===== config.mk =====
export PLATFORM = sky130hd
export DESIGN_NAME = escalonador_ticks
export DESIGN_NICKNAME = d
export VERILOG_FILES = /design/src/rtl/escalonador_ticks.sv
export SDC_FILE = /design/constraint.sdc
export NUM_CORES = 1
export LEC_CHECK = 0
export ABC_AREA = 1
export ABC_CLOCK_PERIOD_IN_PS = 4200
export CELL_PAD_IN_SITES_DETAIL_PLACEMENT = 1
export CELL_PAD_IN_SITES_GLOBAL_PLACEMENT = 2
export CORE_MARGIN = 4
export CORE_UTILIZATION = 40
export DETAILED_ROUTE_END_ITERATION = 10
export MAX_ROUTING_LAYER = met4
export PLACE_DENSITY_LB_ADDON = 0.05
export SETUP_SLACK_MARGIN = 0.1
export SYNTH_ARGS = -nofsm -noshare
export SYNTH_HDL_FRONTEND = slang
export SYNTH_SLANG_ARGS = --single-unit

===== constraint.sdc =====
create_clock -name clock -period 4.2 [get_ports clock]
set_input_delay 0.42 -clock clock [delete_from_list [all_inputs] [get_ports clock]]
set_output_delay 0.42 -clock clock [all_outputs]
set_load 0.01 [all_outputs]

===== src/rtl/escalonador_ticks.sv =====
// Tick scheduler: three one-cycle enable channels with runtime periods,
// a shared single-slot config port, and a door timer counted in motor ticks.
module escalonador_ticks #(
  parameter int          CNT_W     = 26,
  parameter int unsigned DEF_MOTOR = 67108863,
  parameter int unsigned DEF_DEB   = 524287,
  parameter int unsigned DEF_DISP  = 2047,
  parameter int          TIMER_W   = 4
) (
  input  logic               clock,
  input  logic               reset,
  input  logic               cfg_valid,
  output logic               cfg_ready,
  input  logic [1:0]         cfg_sel,
  input  logic [CNT_W-1:0]   cfg_data,
  input  logic               motor_pause,
  input  logic               timer_start,
  input  logic [TIMER_W-1:0] timer_len,
  output logic               timer_busy,
  output logic               timer_done,
  output logic               tick_motor,
  output logic               tick_debounce,
  output logic [1:0]         display_sel
);

  typedef enum logic {
    S_IDLE,
    S_RUN
  } tmr_st_t;

  logic [CNT_W-1:0]   r_per_m, r_per_d, r_per_s;
  logic [CNT_W-1:0]   r_cnt_m, r_cnt_d, r_cnt_s;
  logic               r_tick_m, r_tick_d;
  logic [1:0]         r_disp;
  logic               r_pend_vld;
  logic [1:0]         r_pend_sel;
  logic [CNT_W-1:0]   r_pend_data;
  tmr_st_t            r_st;
  logic [TIMER_W-1:0] r_rem;
  logic               r_done;

  logic               w_wrap_m, w_wrap_d, w_wrap_s;
  logic               w_apply_m, w_apply_d, w_apply_s;
  logic               w_keep;
  tmr_st_t            w_st_nxt;
  logic [TIMER_W-1:0] w_rem_nxt;
  logic               w_done_nxt;

  // Motor wrap is suppressed while paused, which also blocks its apply.
  assign w_wrap_m  = ~motor_pause && (r_cnt_m == r_per_m);
  assign w_wrap_d  = (r_cnt_d == r_per_d);
  assign w_wrap_s  = (r_cnt_s == r_per_s);
  assign w_apply_m = w_wrap_m && r_pend_vld && (r_pend_sel == 2'd0);
  assign w_apply_d = w_wrap_d && r_pend_vld && (r_pend_sel == 2'd1);
  assign w_apply_s = w_wrap_s && r_pend_vld && (r_pend_sel == 2'd2);
  assign w_keep    = cfg_valid && ~r_pend_vld && (cfg_sel != 2'd3);

  always_ff @(posedge clock or negedge reset) begin
    if (!reset) begin
      r_pend_vld  <= 1'b0;
      r_pend_sel  <= 2'd0;
      r_pend_data <= '0;
    end else if (w_apply_m || w_apply_d || w_apply_s) begin
      r_pend_vld  <= 1'b0;
    end else if (w_keep) begin
      r_pend_vld  <= 1'b1;
      r_pend_sel  <= cfg_sel;
      r_pend_data <= cfg_data;
    end
  end

  always_ff @(posedge clock or negedge reset) begin
    if (!reset) begin
      r_per_m  <= CNT_W'(DEF_MOTOR);
      r_cnt_m  <= '0;
      r_tick_m <= 1'b0;
    end else if (motor_pause) begin
      r_tick_m <= 1'b0;
    end else if (w_wrap_m) begin
      r_cnt_m  <= '0;
      r_tick_m <= 1'b1;
      if (w_apply_m) r_per_m <= r_pend_data;
    end else begin
      r_cnt_m  <= r_cnt_m + CNT_W'(1);
      r_tick_m <= 1'b0;
    end
  end

  always_ff @(posedge clock or negedge reset) begin
    if (!reset) begin
      r_per_d  <= CNT_W'(DEF_DEB);
      r_cnt_d  <= '0;
      r_tick_d <= 1'b0;
    end else if (w_wrap_d) begin
      r_cnt_d  <= '0;
      r_tick_d <= 1'b1;
      if (w_apply_d) r_per_d <= r_pend_data;
    end else begin
      r_cnt_d  <= r_cnt_d + CNT_W'(1);
      r_tick_d <= 1'b0;
    end
  end

  // The display tick only advances the digit select.
  always_ff @(posedge clock or negedge reset) begin
    if (!reset) begin
      r_per_s <= CNT_W'(DEF_DISP);
      r_cnt_s <= '0;
      r_disp  <= 2'd0;
    end else if (w_wrap_s) begin
      r_cnt_s <= '0;
      r_disp  <= r_disp + 2'd1;
      if (w_apply_s) r_per_s <= r_pend_data;
    end else begin
      r_cnt_s <= r_cnt_s + CNT_W'(1);
    end
  end

  always_comb begin
    w_st_nxt   = r_st;
    w_rem_nxt  = r_rem;
    w_done_nxt = 1'b0;
    unique case (r_st)
      S_IDLE: begin
        if (timer_start) begin
          if (timer_len == '0) begin
            w_done_nxt = 1'b1;
          end else begin
            w_st_nxt  = S_RUN;
            w_rem_nxt = timer_len;
          end
        end
      end
      S_RUN: begin
        if (r_tick_m) begin
          if (r_rem == TIMER_W'(1)) begin
            w_st_nxt   = S_IDLE;
            w_rem_nxt  = '0;
            w_done_nxt = 1'b1;
          end else begin
            w_rem_nxt = r_rem - TIMER_W'(1);
          end
        end
      end
      default: begin
        w_st_nxt = S_IDLE;
      end
    endcase
  end

  always_ff @(posedge clock or negedge reset) begin
    if (!reset) begin
      r_st   <= S_IDLE;
      r_rem  <= '0;
      r_done <= 1'b0;
    end else begin
      r_st   <= w_st_nxt;
      r_rem  <= w_rem_nxt;
      r_done <= w_done_nxt;
    end
  end

  assign cfg_ready     = ~r_pend_vld;
  assign timer_busy    = (r_st == S_RUN);
  assign timer_done    = r_done;
  assign tick_motor    = r_tick_m;
  assign tick_debounce = r_tick_d;
  assign display_sel   = r_disp;

endmodule


==> out/qor.txt, run 1 <==
Worst-Skew Late Latency -> 0.44 ns
WL final -> 28500 um
Final hold violation count -> 0
Final Instance Count excl. Fillers -> 1653
Synth Instances -> 1276
PwrDens -> 506 nW/um2
CP Capture Type -> flip-flop
Initial antenna violation count -> 0
Maximum VDD drop -> 0.252 mV
Number of global-route vias before repair -> 8334
Initial Util -> 40.5%
RSZ-0062 raised after global routing -> no
Asr flop ratio synth -> 100%
Yosys reg bits -> 195
Htree depth -> 4
Crit-path cells -> inv_1 > nand2_1 > nand2_1 > nand2_1 > nor2_1 > nand2_1 > nor2_2 > nand3_2 > o21ai_1
Gr ovfl total -> 0
Worst-path maximum fanout -> 53
Max-slew violations -> 0
Crit path DAT -> 2.73 ns
Routed via count -> 8058
Rel. slew slack -> 33.4%
Core area -> 25100 um2
Buf+Inv Stages, Crit Path -> 1
Avg Inst Size Synth -> 7.97 um2
Mapped Nets -> 1318
Largest cells by area after synthesis -> dfrtp_1 (34%), dfstp_2 (14%), nand2_1 (12%)
Die width -> 167 um
HP Class -> in2async
Setup crit start kind -> flip-flop
Detail Route Antenna Nets -> 0
Status -> finished clean
Yosys top cell area share -> 34.2%
Vias per cell -> 4.87
Setup-failing EPs final -> 0
Antenna Cells -> 0
GRT Max-Usage Layer -> met2
GRT met3 Usage -> 2.95%
Clk pin slew, worst setup/hold paths -> 0.08 ns
M2 GR Usage -> 33.6%
Die Span Y -> 167 um
Setup TNS -> 0 ns
Fin Hold WS -> 0.0862 ns
CP top delay family -> simple AND/OR/NAND/NOR gates
Area growth syn-to-layout -> 12.0%
Most frequent cell after synthesis -> nand2_1
Post-CTS resize count -> 0
Clk sink count -> 195
Post-synth cell types -> 38
Least-Margin Pin Slew -> 0.998 ns
Critical path class -> reg2reg
Drt wl/cell -> 17.2 um
Internal reg-to-reg setup slack -> 1.80 ns
Final Critical Period -> 2.40 ns
Hold Buf Count CTS -> 0
Placement Setup Slack -> 1.68 ns
Yosys top cell by area -> dfrtp_1
DR DRC count -> 0
Total CTS buffers -> 17
Data required time of the critical path -> 4.53 ns
Reg2Reg Launch Point -> r_cnt_d[23]
CTS max path bufs -> 2
Estimated wirelength of the detail-placed design -> 21100 um
Share of cells above drive strength 1 -> 12.4%
Critical R2R Capture -> r_per_d[20]
CTS tree -> built
Top_reg_cell synth -> dfrtp_1
Final instance area -> 11400 um2
Mapped cell area -> 10200 um2
Ports -> 44
Drt pass-1 iters -> 4
Crit share post-route -> 57.3%
Row count -> 58
1st-iter DRT viols -> 346
F_max -> 416 MHz
Seq/Total Area, Yosys -> 48.7%
Placed Cells -> 1621
CP peak stage delay -> 0.77 ns
Max_cap viols -> 0
Post-CTS Setup Bufs -> 0
Most used cell, CP -> nand2_1
Gpl congestion -> 0.863
Global Route Usage Sum -> 21.5%
First-pass GRT wire length -> 46600 um
Worst R2R Path Depth -> 9
Synth top cells by count -> nand2_1 (324), nor2_1 (175), inv_1 (154)
Yosys warnings -> 0
Leakage power -> 0.00528 uW
Root Buffer -> clkbuf_16
Worst Skew -> 0.0165 ns
# port buffers -> 43
Final Net Count -> 1352
PnR worst setup slack -> 1.80 ns
M1 GR Usage -> 30.3%
Largest net degree at the start of global routing -> 107
Slowest-stage cell, CP -> nand3_2
Die ar. -> 28000 um2
Post-Place Cell Area -> 10800 um2
Number of flops mapped to enable cells by yosys -> 0
-- stage by stage --
step           util [%]  total power [uW]
2_1_floorplan         -              3590
4_1_cts            45.4              5850
5_1_grt            45.4              6170
3_3_place_gp       43.2              4160
6_report           45.4              5760
3_5_place_dp       43.2              4210
-- how the worst max path moves through the flow --
| stage | cells after the start | slack, ns | start | endpoint |
|---|---|---|---|---|
| 2_1_floorplan | 9 | 2.62 | r_cnt_s[0] | r_cnt_s[12] |
| 3_3_place_gp | 9 | 1.71 | motor_pause | r_pend_vld |
| 3_5_place_dp | 9 | 1.68 | motor_pause | r_per_m[9] |
| 4_1_cts | 7 | 1.74 | r_per_d[0] | r_per_d[7] |
| 5_1_grt | 9 | 1.45 | r_per_d[6] | r_per_d[22] |
| 6_report | 9 | 1.80 | r_cnt_d[23] | r_per_d[20] |
-- cells by family (layout without fill, tap and decap cells) --
logic type,Yosys count,count (layout),share of synthesized area (%)
AO/OA/AOI/OAI,162,162,9.33
XOR/XNOR,73,73,6.28
adder cells (fa/ha/maj),5,5,0.615
buffers and inverters,208,255,8.68
flip-flops,195,195,48.7
multiplexers,1,1,0.111
AND/OR/NAND/NOR,632,632,26.3
-- layer usage --
layer	vias up	wire, um
li1	4057	-
met1	3906	14300
met2	74	13300
met3	21	542
met4	0	323
met5	-	0
-- power breakdown --
group	total, uW	switching (uW)	internal, uW
logic	1500	1010	498
registers	2650	311	2340
clock network	1610	812	798
-- registers in the layout (all words and copies together) (netlist names), 2 cells and up --
| register | count |
|---|---|
| r_per_m | 26 |
| r_per_d | 26 |
| display_sel | 2 |
| r_pend_sel | 2 |
| r_cnt_d | 26 |
| r_pend_data | 26 |
| r_cnt_m | 26 |
| r_cnt_s | 26 |
| r_per_s | 26 |
| r_rem | 4 |
-- area by class of cell --
type / instances / area (um2)
Tap cell: 330 / 413
Timing Repair Buffer: 46 / 469
Clock inverter: 13 / 114
Sequential cell: 195 / 4950
Fill cell: 3096 / 13700
Clock buffer: 19 / 443
Inverter: 177 / 664
Multi-Input combinational cell: 873 / 4350
-- layout by cell type, fill, tap and decap left out, types with 23 or more instances in the layout --
master,count
xnor2_1,32
clkdlybuf4s50_1,42
nand3_1,42
o21ai_0,28
dfrtp_1,139
o21ai_2,34
o21ai_1,44
nand4_1,23
a21oi_1,50
nand2_1,324
inv_1,154
dfstp_2,56
nor2_1,175
xor2_1,41
nor3_1,38
Power figures use the tool's default switching activity.
==> run 2: changes to the inputs <==
- ABC_CLOCK_PERIOD_IN_PS: 4200 -> 2100
- CORE_UTILIZATION: 40 -> 33
- clock period: 4.2 -> 2.1 ns (I/O delays scaled with it)
==> run 2 against run 1 <==
Compared with the run above:
- non-clock buffer count increased by 28
- routed wire length increased by 6.4%
- first-iteration DRC count increased by 16%
- fmax increased by 30%
- worst hold slack improved by 0.19 ns
- die area increased by 20%
- core utilization decreased by 6.6 points
- clock skew decreased by 0.0081 ns
- sequential share of layout area decreased by 1.6 points
- design area increased by 3.9%
- final cell count increased by 5.7%
==> out/qor.txt, run 2 (synthesized netlist as in run 1, its figures left out) <==
Status -> finished clean
Critical path class -> reg2reg
Final Net Count -> 1380 (+2.1%)
WL final -> 30300 um (+6.4%)
Die Span Y -> 184 um (+9.6%)
Largest net degree at the start of global routing -> 54 (-50%)
Vias per cell -> 4.69 (-3.9%)
Setup TNS -> 0 ns (unchanged)
Buf+Inv Stages, Crit Path -> 3 (+2)
Worst-Skew Late Latency -> 0.44 ns (about the same)
Gpl congestion -> 0.810 (-6.1%)
Global Route Usage Sum -> 19.3% (-2.3 points)
Worst Skew -> 0.00839 ns (-0.00806 ns)
Setup crit start kind -> flip-flop
CP peak stage delay -> 0.57 ns (-0.20 ns)
Drt pass-1 iters -> 5 (+1)
Worst-path maximum fanout -> 53 (unchanged)
Core area -> 30500 um2 (+22%)
Detail Route Antenna Nets -> 0 (unchanged)
Estimated wirelength of the detail-placed design -> 23000 um (+8.9%)
Slowest-stage cell, CP -> dfstp_2
Area growth syn-to-layout -> 16.4%
Commonest cells after routing, fill and taps aside -> nand2_1 (324), nor2_1 (172), inv_1 (154)
Die ar. -> 33700 um2 (+20%)
PnR worst setup slack -> 0.249 ns (-1.55 ns)
Root Buffer -> clkbuf_16
RSZ-0062 raised after global routing -> yes
Initial antenna violation count -> 0 (unchanged)
CP Capture Type -> flip-flop
Initial Util -> 33.3% (-7.2 points)
CP top delay family -> simple AND/OR/NAND/NOR gates
Leakage power -> 0.00547 uW (+3.5%)
Number of global-route vias before repair -> 8510 (+2.1%)
F_max -> 540 MHz (+30%)
Final Instance Count excl. Fillers -> 1747 (+5.7%)
Fillers -> 3651 (+18%)
Worst R2R Path Depth -> 12 (+3)
Most used cell, CP -> nand2_1
Data required time of the critical path -> 2.44 ns (-2.09 ns)
Drt wl/cell -> 17.3 um (+0.65%)
Placed Cells -> 1713 (+5.7%)
Ports -> 44 (unchanged)
Total power draw -> 11600 uW (+100%)
Htree depth -> 4 (unchanged)
M1 GR Usage -> 27.5% (-2.8 points)
Max_cap viols -> 0 (unchanged)
Die width -> 184 um (+9.6%)
DR DRC count -> 0 (unchanged)
Clk pin slew, worst setup/hold paths -> 0.08 ns (about the same)
PwrDens -> 978 nW/um2 (+93%)
M2 GR Usage -> 29.4% (-4.2 points)
Crit path DAT -> 2.19 ns (-0.54 ns)
GRT met3 Usage -> 2.97% (+0.017 points)
Setup-failing EPs final -> 0 (unchanged)
Crit path depth -> 12 (+3)
1st-iter DRT viols -> 401 (+16%)
CTS max path bufs -> 2 (unchanged)
Fin Hold WS -> 0.273 ns (+0.187 ns)
Crit-path cells -> inv_1 > nand2_1 > nand2_1 > clkinv_1 > nand2_1 > nor2_1 > nand2_1 > nor2_4 > nand3_4 > buf_12 > nand3_1 > nor2_1
Commonest non-fill, non-tap cell in the layout -> nand2_1
HP Class -> in2async
Routed via count -> 8185 (+1.6%)
Clk sink count -> 195 (unchanged)
Placement Setup Slack -> 0.0976 ns (-1.58 ns)
Maximum VDD drop -> 0.593 mV (+140%)
Rel. slew slack -> 62.9% (+29 points)
Row count -> 64 (+10%)
Least-Margin Pin Slew -> 0.552 ns (-0.446 ns)
Share of cells above drive strength 1 -> 14.8% (+2.4 points)
Antenna Cells -> 0 (unchanged)
Gr ovfl total -> 0 (unchanged)
First-pass GRT wire length -> 49100 um (+5.4%)
Crit share post-route -> 88.1% (+31 points)
# port buffers -> 43 (unchanged)
GRT Max-Usage Layer -> met2
Total CTS buffers -> 17 (unchanged)
Max-slew violations -> 0 (unchanged)
CTS tree -> built
Final hold violation count -> 0 (unchanged)
Final Critical Period -> 1.85 ns (-0.554 ns)
[run 2: power breakdown]
group          internal, uW  switching [uW]
clock network          1660            1580
registers              4680             634
logic                  1070            1970
[run 2: worst reg2reg max path, delay by kind of cell, from the launching register on]
kind / cells / cell delay (ns)
buffers and inverters: 3 / 0.30
flip-flops: 1 / 0.57
AND/OR/NAND/NOR: 9 / 0.86
[run 2: worst paths after layout]
path                              start              end  slack, ns
max in group asynchronous         reset       r_per_s[1]       1.15
setup reg to reg             r_per_m[7]       r_pend_vld       0.25
hold / removal                    reset         r_rem[2]       0.27
hold reg to reg              r_per_d[1]       r_per_d[1]       0.48
setup / recovery             r_per_m[7]       r_pend_vld       0.25
min in group clock         cfg_data[24]  r_pend_data[24]       0.33
[run 2: repair_timing]
item                                    in CTS  in global routing
endpoints found under the setup margin       0                 11
resized for setup                            0                 11
endpoints found under the hold margin       23                  0
hold buffers                                 1                  0
buffers inserted                             0                  1
[run 2: area by class of cell]
type                    instances  area [um2]  share of cell area (%)
clock buffers                  19         433                    3.66
flip-flops and latches        195        4950                    41.8
multi-input cells             873        4380                    37.0
clock inverters                13         130                    1.10
well taps                     396         495                    4.18
inverters                     177         664                    5.61
repair buffers                 74         782                    6.60
[run 2: metal layers]
metal / vias up / part of all wire, %
met1: 3987 / 52
met3: 13 / 1.8
met2: 67 / 45
li1: 4118 / -
met5: - / 0
met4: 0 / 0.90
[run 2: through the flow]
stage / cell area [um2] / utilization [%]
global placement: 11200 / 36.8
global route: 11800 / 38.8
detailed placement: 11200 / 36.8
floorplan: 10200 / -
finish: 11800 / 38.8
CTS: 11800 / 38.7
==> run 3: changes to the inputs <==
- CORE_ASPECT_RATIO: unset -> 0.9
- CORE_MARGIN: 4 -> 2
==> run 3 against run 2 <==
Compared with the run above:
- count of clock-buffer cells in the layout up 3
- combinational power hardly changed
- worst setup slack hardly changed
- non-clock buffer count down 4
- core utilization up 0.39 points
- critical endpoint unchanged
==> out/qor.txt, run 3 (synthesized netlist as in run 1, its figures left out) <==
WL final -> 30300 um (about the same)
GRT met3 Usage -> 2.87% (-0.096 points)
Least-Margin Pin Slew -> 0.635 ns (+0.0829 ns)
Setup crit start kind -> flip-flop
Share of cells above drive strength 1 -> 14.5% (-0.33 points)
Drt wl/cell -> 17.3 um (-0.18%)
M2 GR Usage -> 30.3% (+0.89 points)
Largest net degree at the start of global routing -> 59 (+9.3%)
Area growth syn-to-layout -> 16.0%
Maximum VDD drop -> 0.632 mV (+6.5%)
Data required time of the critical path -> 2.43 ns (about the same)
Die width -> 189 um (+3.0%)
CP Capture Type -> flip-flop
Critical path class -> reg2reg
Total power draw -> 11800 uW (+1.8%)
GRT Max-Usage Layer -> met2
Sw Pwr -> 4240 uW (+1.6%)
Gpl congestion -> 0.819 (+1.1%)
Switching part of the total power -> 36.0% (-0.081 points)
Seq pwr share -> 45.2% (-0.6 points)
CTS tree -> built
Routed via count -> 8210 (+0.31%)
Worst Skew -> 0.0163 ns (+0.00790 ns)
Drt pass-1 iters -> 5 (unchanged)
Setup-failing EPs final -> 0 (unchanged)
Root Buffer -> clkbuf_16
Die Span Y -> 171 um (-7.1%)
Crit path DAT -> 2.19 ns (about the same)
Max-slew violations -> 0 (unchanged)
Number of global-route vias before repair -> 8333 (-2.1%)
Clk sink count -> 195 (unchanged)
DR DRC count -> 0 (unchanged)
RSZ-0062 raised after global routing -> yes
Worst-path maximum fanout -> 35 (-34%)
Placed Cells -> 1717 (+0.23%)
Estimated wirelength of the detail-placed design -> 22500 um (-2.0%)
HP Class -> in2async
Storage element area -> 4960 um2 (+0.10%)
Leakage power -> 0.00544 uW (-0.49%)
Clock share of power -> 28.9% (+0.9 points)
First-pass GRT wire length -> 49000 um (-0.38%)
CTS max path bufs -> 2 (unchanged)
Die ar. -> 32300 um2 (-4.3%)
Worst-Skew Late Latency -> 0.46 ns (+0.02 ns)
Logic pwr share -> 25.9% (-0.3 points)
Clk pin slew, worst setup/hold paths -> 0.08 ns (about the same)
Gr ovfl total -> 0 (unchanged)
1st-iter DRT viols -> 496 (+24%)
Final hold violation count -> 0 (unchanged)
Multi-input logic area -> 4370 um2 (-0.29%)
Rel. slew slack -> 57.3% (-5.6 points)
Ports -> 44 (unchanged)
Vias per cell -> 4.69 (+0.13%)
Final instance area -> 11800 um2 (-0.33%)
Htree depth -> 4 (unchanged)
Total CTS buffers -> 17 (unchanged)
PwrDens -> 999 nW/um2 (+2.1%)
M1 GR Usage -> 30.3% (+2.8 points)
Fillers -> 3643 (-0.22%)
Post-Place Cell Area -> 11200 um2 (-0.46%)
Core area -> 30100 um2 (-1.3%)
Max_cap viols -> 0 (unchanged)
Setup TNS -> 0 ns (unchanged)
# port buffers -> 43 (unchanged)
Status -> finished clean
Final Net Count -> 1376 (-0.29%)
Final Instance Count excl. Fillers -> 1750 (+0.17%)
Row count -> 60 (-6.3%)
Global Route Usage Sum -> 20.6% (+1.3 points)
Antenna Cells -> 0 (unchanged)
Crit share post-route -> 88.1% (about the same)
F_max -> 540 MHz (about the same)
Initial Util -> 33.8% (+0.45 points)
Final Critical Period -> 1.85 ns (-0.000373 ns)
P_int -> 7550 uW (+1.9%)
Commonest cells after routing, fill and taps aside -> nand2_1 (323), nor2_1 (172), inv_1 (154)
Detail Route Antenna Nets -> 0 (unchanged)
Commonest non-fill, non-tap cell in the layout -> nand2_1
Initial antenna violation count -> 0 (unchanged)
## run 3: repair_timing
item	in CTS	in global routing
hold buffers	1	0
gates resized for setup	1	12
setup buffers	0	0
hold endpoints to repair	37	0
endpoints found under the setup margin	1	29
## run 3: final timing paths
check / cells past startpoint / slack [ns] / to / from
setup / recovery: 10 / 0.25 / r_pend_vld / r_per_s[4]
hold / removal: 2 / 0.25 / timer_done / reset
setup reg to reg: 10 / 0.25 / r_pend_vld / r_per_s[4]
hold reg to reg: 2 / 0.48 / r_per_d[16] / r_per_d[16]
max in group asynchronous: 3 / 1.08 / r_per_d[16] / reset
min in group clock: 3 / 0.33 / timer_done / timer_start
## run 3: critical path, stage by stage (launching register included)
cell and delay (ns):
dfstp_2 0.54, inv_1 0.04, nand2_1 0.05, nand2_1 0.05, nor2_1 0.14, nand2_1 0.13, nor2_4 0.19, nand4_4 0.11
buf_4 0.28, nand3_1 0.16, nor2_1 0.05
## run 3: through the flow
| step | hold WS [ns] | util [%] | setup WS [ns] |
|---|---|---|---|
| floorplan | -0.0856 | - | 0.520 |
| global placement | 0.186 | 37.1 | 0.106 |
| detailed placement | 0.190 | 37.1 | 0.0987 |
| CTS | 0.270 | 39.1 | 0.122 |
| global route | 0.278 | 39.2 | 0.0830 |
| finish | 0.251 | 39.2 | 0.250 |
## run 3: area by class of cell
| class | instances | share of cell area (%) |
|---|---|---|
| clock buffer | 22 | 3.93 |
| clock inverter | 10 | 1.07 |
| inverter | 177 | 5.63 |
| multi-input combinational | 873 | 37.0 |
| sequential | 195 | 42.0 |
| tap | 403 | 4.27 |
| timing repair buffer | 70 | 6.05 |
## run 3: power by group through the flow
| stage | clock network (uW) | registers (uW) | logic, uW |
|---|---|---|---|
| floorplan | 0 | 5150 | 2040 |
| global placement | 0 | 5370 | 3060 |
| detailed placement | 0 | 5390 | 3100 |
| CTS | 3530 | 5330 | 3120 |
| global route | 3680 | 5460 | 3470 |
| finish | 3410 | 5320 | 3050 |
## run 3: layer usage
| layer | routed length, um | vias up |
|---|---|---|
| met3 | 706 | 12 |
| met2 | 13400 | 89 |
| met1 | 16000 | 3988 |
| met5 | 0 | - |
| met4 | 187 | 0 |
| li1 | - | 4121 |
